<file path="src/rtl/uart_pkg.sv">
// Shared UART definitions: TX/RX FSM encoding, frame constants and the baud divisor.
package uart_pkg;
    typedef enum logic [1:0] {
        IDLE,
        START,
        DATA,
        STOP
    } uart_state_e;

    localparam int DATA_BITS     = 8;
    localparam int FRAME_SYMBOLS = 10;

    // Cycles per symbol; truncating division, so the line runs slightly fast.
    function automatic int symbol_edge_time(input int clock_freq, input int baud_rate);
        return clock_freq / baud_rate;
    endfunction
endpackage

</file>
<file path="src/rtl/sync_fifo.sv">
// Single-clock FIFO with registered read data; pointers carry an extra wrap bit.
module sync_fifo #(
    parameter int WIDTH = 8,
    parameter int DEPTH = 8
) (
    input  logic             clk,
    input  logic             rst,
    input  logic             wr_en,
    input  logic [WIDTH-1:0] din,
    output logic             full,
    input  logic             rd_en,
    output logic [WIDTH-1:0] dout,
    output logic             empty
);
    localparam int AW = $clog2(DEPTH);

    logic [WIDTH-1:0] mem [DEPTH];
    logic [AW:0]      wr_ptr;
    logic [AW:0]      rd_ptr;

    assign empty = (wr_ptr == rd_ptr);
    assign full  = (wr_ptr[AW] != rd_ptr[AW]) && (wr_ptr[AW-1:0] == rd_ptr[AW-1:0]);

    // Storage has no reset so it can map onto distributed RAM.
    always_ff @(posedge clk) begin
        if (wr_en && !full)
            mem[wr_ptr[AW-1:0]] <= din;
    end

    always_ff @(posedge clk) begin
        if (rst) begin
            wr_ptr <= '0;
            rd_ptr <= '0;
            dout   <= '0;
        end else begin
            if (wr_en && !full)
                wr_ptr <= wr_ptr + 1'b1;
            if (rd_en && !empty) begin
                dout   <= mem[rd_ptr[AW-1:0]];
                rd_ptr <= rd_ptr + 1'b1;
            end
        end
    end
endmodule

</file>
<file path="src/rtl/uart_transmitter.sv">
// 8N1 UART transmitter: CPU bytes are buffered in a FIFO and shifted out LSB first.
module uart_transmitter
    import uart_pkg::*;
#(
    parameter int CLOCK_FREQ = 50_000_000,
    parameter int BAUD_RATE  = 115_200,
    parameter int FIFO_DEPTH = 8
) (
    input  logic       clk,
    input  logic       rst,
    input  logic [7:0] data_in,
    input  logic       data_in_valid,
    output logic       data_in_ready,
    output logic       tx_idle,
    output logic       serial_out
);
    localparam int SYMBOL_EDGE_TIME = symbol_edge_time(CLOCK_FREQ, BAUD_RATE);
    localparam int CNT_W = (SYMBOL_EDGE_TIME > 1) ? $clog2(SYMBOL_EDGE_TIME) : 1;
    localparam logic [CNT_W-1:0] CNT_LAST = CNT_W'(SYMBOL_EDGE_TIME - 1);
    localparam logic [2:0]       BIT_LAST = 3'(DATA_BITS - 1);

    uart_state_e      state, state_n;
    logic [CNT_W-1:0] cnt, cnt_n;
    logic [2:0]       bit_idx, bit_n;
    logic [7:0]       tx_shift;
    logic [7:0]       shift_src;
    logic             pop, pop_d;
    logic             so_n;
    logic             sym_end;
    logic             fifo_full, fifo_empty;
    logic [7:0]       fifo_dout;

    assign data_in_ready = !fifo_full && !rst;
    assign tx_idle       = (state == IDLE) && fifo_empty;
    assign sym_end       = (cnt == CNT_LAST);
    // FIFO read data lands one cycle after the pop; bypass it until tx_shift captures it.
    assign shift_src     = pop_d ? fifo_dout : tx_shift;

    sync_fifo #(.WIDTH(8), .DEPTH(FIFO_DEPTH)) u_fifo (
        .clk   (clk),
        .rst   (rst),
        .wr_en (data_in_valid && data_in_ready),
        .din   (data_in),
        .full  (fifo_full),
        .rd_en (pop),
        .dout  (fifo_dout),
        .empty (fifo_empty)
    );

    always_comb begin
        state_n = state;
        cnt_n   = cnt + 1'b1;
        bit_n   = bit_idx;
        pop     = 1'b0;
        unique case (state)
            IDLE: begin
                cnt_n = '0;
                if (!fifo_empty) begin
                    pop     = 1'b1;
                    state_n = START;
                end
            end
            START: if (sym_end) begin
                cnt_n   = '0;
                bit_n   = '0;
                state_n = DATA;
            end
            DATA: if (sym_end) begin
                cnt_n = '0;
                if (bit_idx == BIT_LAST) state_n = STOP;
                else                     bit_n   = bit_idx + 1'b1;
            end
            STOP: if (sym_end) begin
                cnt_n = '0;
                if (!fifo_empty) begin
                    pop     = 1'b1;
                    state_n = START;
                end else begin
                    state_n = IDLE;
                end
            end
            default: state_n = IDLE;
        endcase

        // The line level is registered from the next state so edges align with state changes.
        so_n = 1'b1;
        case (state_n)
            START:   so_n = 1'b0;
            DATA:    so_n = shift_src[bit_n];
            default: so_n = 1'b1;
        endcase
    end

    always_ff @(posedge clk) begin
        if (rst) begin
            state      <= IDLE;
            cnt        <= '0;
            bit_idx    <= '0;
            tx_shift   <= '0;
            pop_d      <= 1'b0;
            serial_out <= 1'b1;
        end else begin
            state      <= state_n;
            cnt        <= cnt_n;
            bit_idx    <= bit_n;
            pop_d      <= pop;
            serial_out <= so_n;
            if (pop_d)
                tx_shift <= fifo_dout;
        end
    end
endmodule
</file>
<file path="config.mk">
export PLATFORM = sky130hd
export DESIGN_NAME = uart_transmitter
export DESIGN_NICKNAME = d
export VERILOG_FILES = /design/src/rtl/uart_pkg.sv /design/src/rtl/sync_fifo.sv /design/src/rtl/uart_transmitter.sv
export SDC_FILE = /design/constraint.sdc
export NUM_CORES = 1
export LEC_CHECK = 0
export ABC_CLOCK_PERIOD_IN_PS = 3100
export CORE_MARGIN = 1.5
export CORE_UTILIZATION = 61
export CTS_BUF_LIST = sky130_fd_sc_hd__clkbuf_16
export CTS_CLUSTER_SIZE = 8
export DETAILED_ROUTE_END_ITERATION = 6
export GPL_TIMING_DRIVEN = 0
export MAX_ROUTING_LAYER = met4
export PLACE_DENSITY_LB_ADDON = 0.12
export SLEW_MARGIN = 20
export SYNTH_ARGS = -nofsm -noshare
export SYNTH_HDL_FRONTEND = slang
export SYNTH_HIERARCHICAL = 1
export SYNTH_SLANG_ARGS = --single-unit
</file>
<file path="constraint.sdc">
create_clock -name clk -period 3.1 [get_ports clk]
set_input_delay 0.62 -clock clk [delete_from_list [all_inputs] [get_ports clk]]
set_output_delay 0.62 -clock clk [all_outputs]
set_load 0.005 [all_outputs]
</file>
==> results of run 1 <==
==> area by class of cell <==
| cell class | instances | area [µm²] | area share |
|---|---|---|---|
| Buffer | 12 | 95.1 | 0.0187 |
| Clock buffer | 9 | 225 | 0.0443 |
| Clock inverter | 7 | 75.1 | 0.0148 |
| Inverter | 10 | 37.5 | 0.00738 |
| Multi-Input combinational cell | 185 | 1670 | 0.328 |
| Sequential cell | 104 | 2720 | 0.536 |
| Tap cell | 99 | 124 | 0.0244 |
| Timing Repair Buffer | 14 | 138 | 0.0271 |
==> power groups by stage <==
stage	Sequential, mW	Clock, mW	Combinational (mW)
2_1_floorplan	1.56	0	0.236
3_3_place_gp	1.56	0	0.329
3_5_place_dp	1.56	0	0.341
4_1_cts	1.53	1.13	0.344
5_1_grt	1.54	1.19	0.382
6_report	1.53	1.11	0.341
==> cells in the mapped netlist, types with 2 or more instances <==
cell type	instances
o21ai_0	5
ha_1	10
a41o_1	2
buf_6	4
nand3_1	7
o2bb2ai_1	8
clkbuf_1	3
mux4_1	5
inv_1	10
or3_1	3
mux4_2	15
xor2_1	5
and2_1	4
buf_4	2
edfxtp_1	64
nand2_1	13
nor3b_1	2
or2_1	2
o22ai_1	2
dfxtp_1	40
a21oi_1	5
nand2b_1	2
nor3_1	3
mux2i_1	18
xnor2_2	2
a2bb2oi_1	2
nor2_1	40
nor2b_1	2
nor3_2	2
xnor2_1	6
==> final timing paths <==
kind,startpoint,to,cells after the start
worst max register to register,u_fifo/rd_ptr[1],u_fifo/mem[5][4],10
worst min register to register,cnt[0],cnt[0],1
worst min-delay path,cnt[0],cnt[0],1
worst max-delay path,rst,u_fifo/mem[5][4],8
==> sequential cells by signal, indices dropped and copies added, names as in the netlist <==
register	flops
u_fifo/mem	64
serial_out	1
u_fifo/dout	8
state	2
u_fifo/wr_ptr	4
cnt	9
tx_shift	8
pop_d	1
bit_idx	3
u_fifo/rd_ptr	4
==> logic make-up after synthesis <==
logic type	Yosys count	synth area share
muxes	39	0.146
xor gates and xnor gates	13	0.0286
buffers and inverters	22	0.0294
adders and majority gates	10	0.0277
and+or+nand+nor	89	0.101
AOI/OAI and AO/OA	34	0.0630
DFF	104	0.603
==> layer usage <==
layer,up-vias,global-route usage
li1,1219,-
met1,1239,0.252
met2,41,0.390
met3,15,0.0342
met4,0,0.116
met5,-,-
==> metrics by stage <==
| step | worst slack (ns) | hold WS, ns |
|---|---|---|
| floorplan | 0.567 | 0.430 |
| global placement | -0.641 | 0.444 |
| detailed placement | -0.169 | 0.465 |
| CTS | 0.178 | 0.481 |
| global route | 0.0331 | 0.503 |
| finish | 0.190 | 0.471 |
==> flow_summary.toml, run 1 <==
[place]
hpwlAfterDp_um = 5270
dp_cells = 424
gp_congestion = 0.779
port_buffers = 13
dpl-instance-area_um2 = 4780

[routing]
drcViolationCount = 0
viasPerCell = 5.71
wl_met1_um = 3240
drtIter0Drc = 102
met2_length_um = 4060
drtAntennaViolNets = 0
firstDrtPassIters = 4
avgRoutedWirePerCell_um = 17.5
routed-via-count = 2514
dr_wl_met3_um = 198
highest_layer = "met4"
wl_um = 7700

[sta]
finClkSkew_ns = 0.0107
hold_viol_final = 0
fin_setup_tns_ns = 0
layout_min_cycle_time_ns = 2.91
period_share = 0.939
fmax_mhz = 344
slew_headroom = 0.382
final_max_slew_viol_count = 0
rsz0062_at_grt = "no"
tightest_slew_ns = 0.921
setup_viol = 0

[finish]
final_cell_area_um2 = 5080
fin_util = 0.705
final_cell_count_no_fill = 440
layout-drive-gt1-share = 0.161
final.fill_count = 509
num_antenna_cells = 0
final_cell_mix = "64 x edfxtp_1, 40 x nor2_1, 40 x dfxtp_1"
area_delta_synth_final_pct = 12.7
layout_commonest_cell = "edfxtp_1"
nNetsFinal = 357

[setup_path]
cp_data_required_time_ns = 3.07
crit_path_cell_trace = "clkdlybuf4s50_1 -> buf_6 -> nor2_1 -> and2_1 -> inv_1 -> a41o_1 -> or2_1 -> nor2_1"
slowest_stage = "nor2_1"
start_kind = "input port"
critPathMaxStageDelay_ns = 0.71
worstPathArrival_ns = 2.88
critPathMaxFanout = 9
path_buf_inv = 3
critPathTopFamily = "simple AND/OR/NAND/NOR gates"
critPathKind = "input port to register"
endpoint_kind = "register"
regToRegSetupSlack_ns = 0.31
crit_top_cell = "nor2_1"

[clock_network]
clkSlewWorstSetupHoldPaths_ns = 0.07
root_buffer = "clkbuf_16"
h-tree-depth = 3
hold_buffers = 0
cts_setup_buffers = 0
cts.sinks = 104
insertion_delay_ns = 0.35
clk_path_buf_depth = 2
cts_tree = "done"
cts_buffers = 9
cts_resized = 0

[power]
powerDensity_nw_per_um2 = 587
p_leak_nw = 1.68
switching_share = 0.252
power_frac_comb = 0.114
power_switching_mw = 0.751
total_power_mw = 2.98
irDropWorstVdd_mv = 0.368
pwr-share-clk = 0.371
intPower_mw = 2.23
seq_power_share = 0.514

[synthesis]
ys_warn_count = 6
synth_top_area_frac = 0.426
synth_seq_cells = 104
syn_avg_cell_area_um2 = 14.5
yosys.cell_types.count = 53
synth_edf_count = 64
yosysSeqAreaShare = 0.603
ys.flop_type = "edfxtp_1"
synth_fp_nets = 332
netlist_top_cells_area = "edfxtp_1 43%, dfxtp_1 18%, mux4_2 7.5%"
synth_area_leader_cell = "edfxtp_1"
synth_cells = 311
syn-cell-area_um2 = 4510
async_flop_share = 0

[run_status]
status = "finished, final reports clean"

[global_route]
grt_pass1_wl_um = 12200
grt_usage = 0.225
grt_max_degree = 22
first_global_vias = 2463
overflow = 0
antenna_found_initial = 0

[die]
die_area_um2 = 7920
io_pins = 14
rows = 31
die_w_um = 89
die_y_um = 89
core_area_um2 = 7210
start_util = 0.625

[flow_run]
cap_viol_max_count = 0

[min_path]
hold_class = "register to register"
No activity file was read; power rests on OpenSTA's default activity.
==> run 2, diff against run 1 <==
- CORE_UTILIZATION: 61 -> 35
- PLACE_DENSITY: default -> 0.49
- PLACE_DENSITY_LB_ADDON: 0.12 -> default
- SYNTH_HIERARCHICAL: 1 -> default
==> run 2 against run 1 <==
Effect of this change:
- worst hold slack improved by 0.0051 ns
- clock power barely moved
- power up 25%
- critical path type is now register to primary output
- clock-buffer cell count did not move
- sequential power rose by 8%
- core utilization fell by 28 points
==> flow_summary.toml, run 2 <==
[synthesis]
ys.flop_type = "edfxtp_1"
netlist_top_cells_area = "edfxtp_1 44%, dfxtp_1 18%, mux4_2 8.2%"
synth_fp_nets = 330
synth_seq_cells = 104
yosys.area_share.xor_xnor = 0.0319
syn-cell-area_um2 = 4390
yosysMostFrequentCell = "edfxtp_1"
synthMuxAreaShare = 0.147
synth_top_area_frac = 0.437
synth-simple-area-share = 0.0957
synth_edf_count = 64
synth_fa_ha_area_frac = 0.0285
synth_top_family_by_area = "multiplexers"
syn_avg_cell_area_um2 = 14.2
synth.top_cells.by_count = "64 x edfxtp_1, 44 x nor2_1, 40 x dfxtp_1"
synth_area_leader_cell = "edfxtp_1"
synth_compound_area_frac = 0.0547
synth_cells = 309
async_flop_share = 0
yosysSeqAreaShare = 0.620
ys_warn_count = 0
yosys.cell_types.count = 45

[setup_path]
worstReg2RegEnd = "serial_out"
crit_start = "u_fifo.rd_ptr[1]"
crit_path_cell_trace = "buf_2 -> xor2_1 -> nor4_4 -> and2_1 -> clkdlybuf4s50_1"
slowest_stage = "clkdlybuf4s50_1"
critPathMaxStageDelay_ns = 0.50
endpoint = "tx_idle"
critPathKind = "register to primary output"
cp_data_required_time_ns = 2.48
reg2reg_from = "cnt[0]"
endpoint_kind = "primary output"
worstPathArrival_ns = 2.32
start_kind = "register"
critPathMaxFanout = 10
reg2reg_depth = 9
regToRegSetupSlack_ns = 0.34

[sta]
tightest_slew_ns = 0.843
finClkSkew_ns = 0.0113
hold_viol_final = 0
final_max_slew_viol_count = 0
layout_min_cycle_time_ns = 2.94
period_share = 0.947
timing.final.ws_setup_ns = 0.163
rsz0062_at_grt = "no"
setup_viol = 0
slew_headroom = 0.438
fmax_mhz = 341

[clock_network]
hold_buffers = 0
root_buffer = "clkbuf_16"
cts_buffers = 9
insertion_delay_ns = 0.35
cts_tree = "done"
clkSlewWorstSetupHoldPaths_ns = 0.07
cts.sinks = 104
clk_path_buf_depth = 2
h-tree-depth = 3

[global_route]
grt_max_degree = 17
overflow = 0
first_global_vias = 2354
antenna_found_initial = 0
grt_pass1_wl_um = 13300
grt_usage = 0.143

[die]
core_area_um2 = 12100
die_w_um = 115
rows = 40
start_util = 0.363
io_pins = 14
die_area_um2 = 13200
die_y_um = 115

[routing]
wl_um = 8340
drtIter0Drc = 110
routed-via-count = 2462
avgRoutedWirePerCell_um = 16.3
drtAntennaViolNets = 0
viasPerCell = 4.83
firstDrtPassIters = 4
drcViolationCount = 0

[place]
hpwlAfterDp_um = 5700
dpl-instance-area_um2 = 4790
gp_congestion = 0.751
port_buffers = 12
dp_cells = 494
pre_cts_slack_ns = 0.146

[finish]
largest_reg_flops = 64
layout_commonest_cell = "edfxtp_1"
nNetsFinal = 358
final_cell_area_um2 = 5090
final_cell_count_no_fill = 510
layout-drive-gt1-share = 0.161
final_cell_mix = "64 x edfxtp_1, 41 x nor2_1, 40 x dfxtp_1"
num_antenna_cells = 0
fin_util = 0.421
area_delta_synth_final_pct = 16.0

[min_path]
hold_class = "register to register"

[run_status]
status = "finished, final reports clean"

[flow_run]
cap_viol_max_count = 0

[power]
total_power_mw = 3.71
p_leak_nw = 1.70
powerDensity_nw_per_um2 = 729
irDropWorstVdd_mv = 0.349
## run 2: worst min path at each step
stage	depth (start not counted)	end	slack, ns	from
6_report	1	cnt[0]	0.48	cnt[0]
5_1_grt	1	cnt[0]	0.51	cnt[0]
4_1_cts	1	cnt[0]	0.48	cnt[0]
3_5_place_dp	1	cnt[0]	0.47	cnt[0]
3_3_place_gp	2	tx_shift[0]	0.47	tx_shift[0]
2_1_floorplan	1	cnt[0]	0.44	cnt[0]
## run 2: layout make-up
cell class / count / area (µm²)
Timing Repair Buffer: 17 / 158
Sequential cell: 104 / 2720
Clock buffer: 9 / 225
Clock inverter: 7 / 63.8
Fill cell: 1190 / 7020
Inverter: 7 / 26.3
Tap cell: 168 / 210
Buffer: 16 / 75.1
Multi-Input combinational cell: 182 / 1610
## run 2: power by group
group / total [mW] / leakage (nW) / switching (mW) / internal [mW]
clock network: 1.12 / 0.144 / 0.498 / 0.620
logic: 0.937 / 0.655 / 0.487 / 0.450
registers: 1.66 / 0.903 / 0.0779 / 1.58
total: 3.71 / 1.70 / 1.06 / 2.65
## run 2: through the flow
stage,hold WS [ns],setup TNS [ns]
6_report,0.476,0
5_1_grt,0.509,0
4_1_cts,0.482,0
3_5_place_dp,0.466,0
3_3_place_gp,0.466,-8.95
2_1_floorplan,0.444,0
## run 2: cells by family (layout without fill, tap and decap cells)
family | Yosys count | count (layout)
buf+inv | 23 | 56
flops | 104 | 104
xor+xnor | 16 | 16
simple gates | 88 | 88
compound gates | 30 | 30
fa+ha+maj | 10 | 10
mux | 38 | 38
## run 2: timing repair
action                     in CTS  in global routing
setup buffers                   0                  0
gates resized for setup         1                  4
cloned                          0                  0
setup endpoints to repair       1                 25
## run 2: metal layers
metal	vias to the layer above	wire (µm)	global-route usage
met2	34	4010	0.225
met3	11	201	0.0274
met4	0	190	0.0708
met5	-	0	-
met1	1206	3930	0.178
li1	1211	-	-
## run 2: worst max-delay path: cells and delay by family (launching register included)
family	cells	cell delay, ns
xor gates and xnor gates	1	0.19
buffers and inverters	2	0.80
DFF	1	0.33
and+or+nand+nor	2	0.65
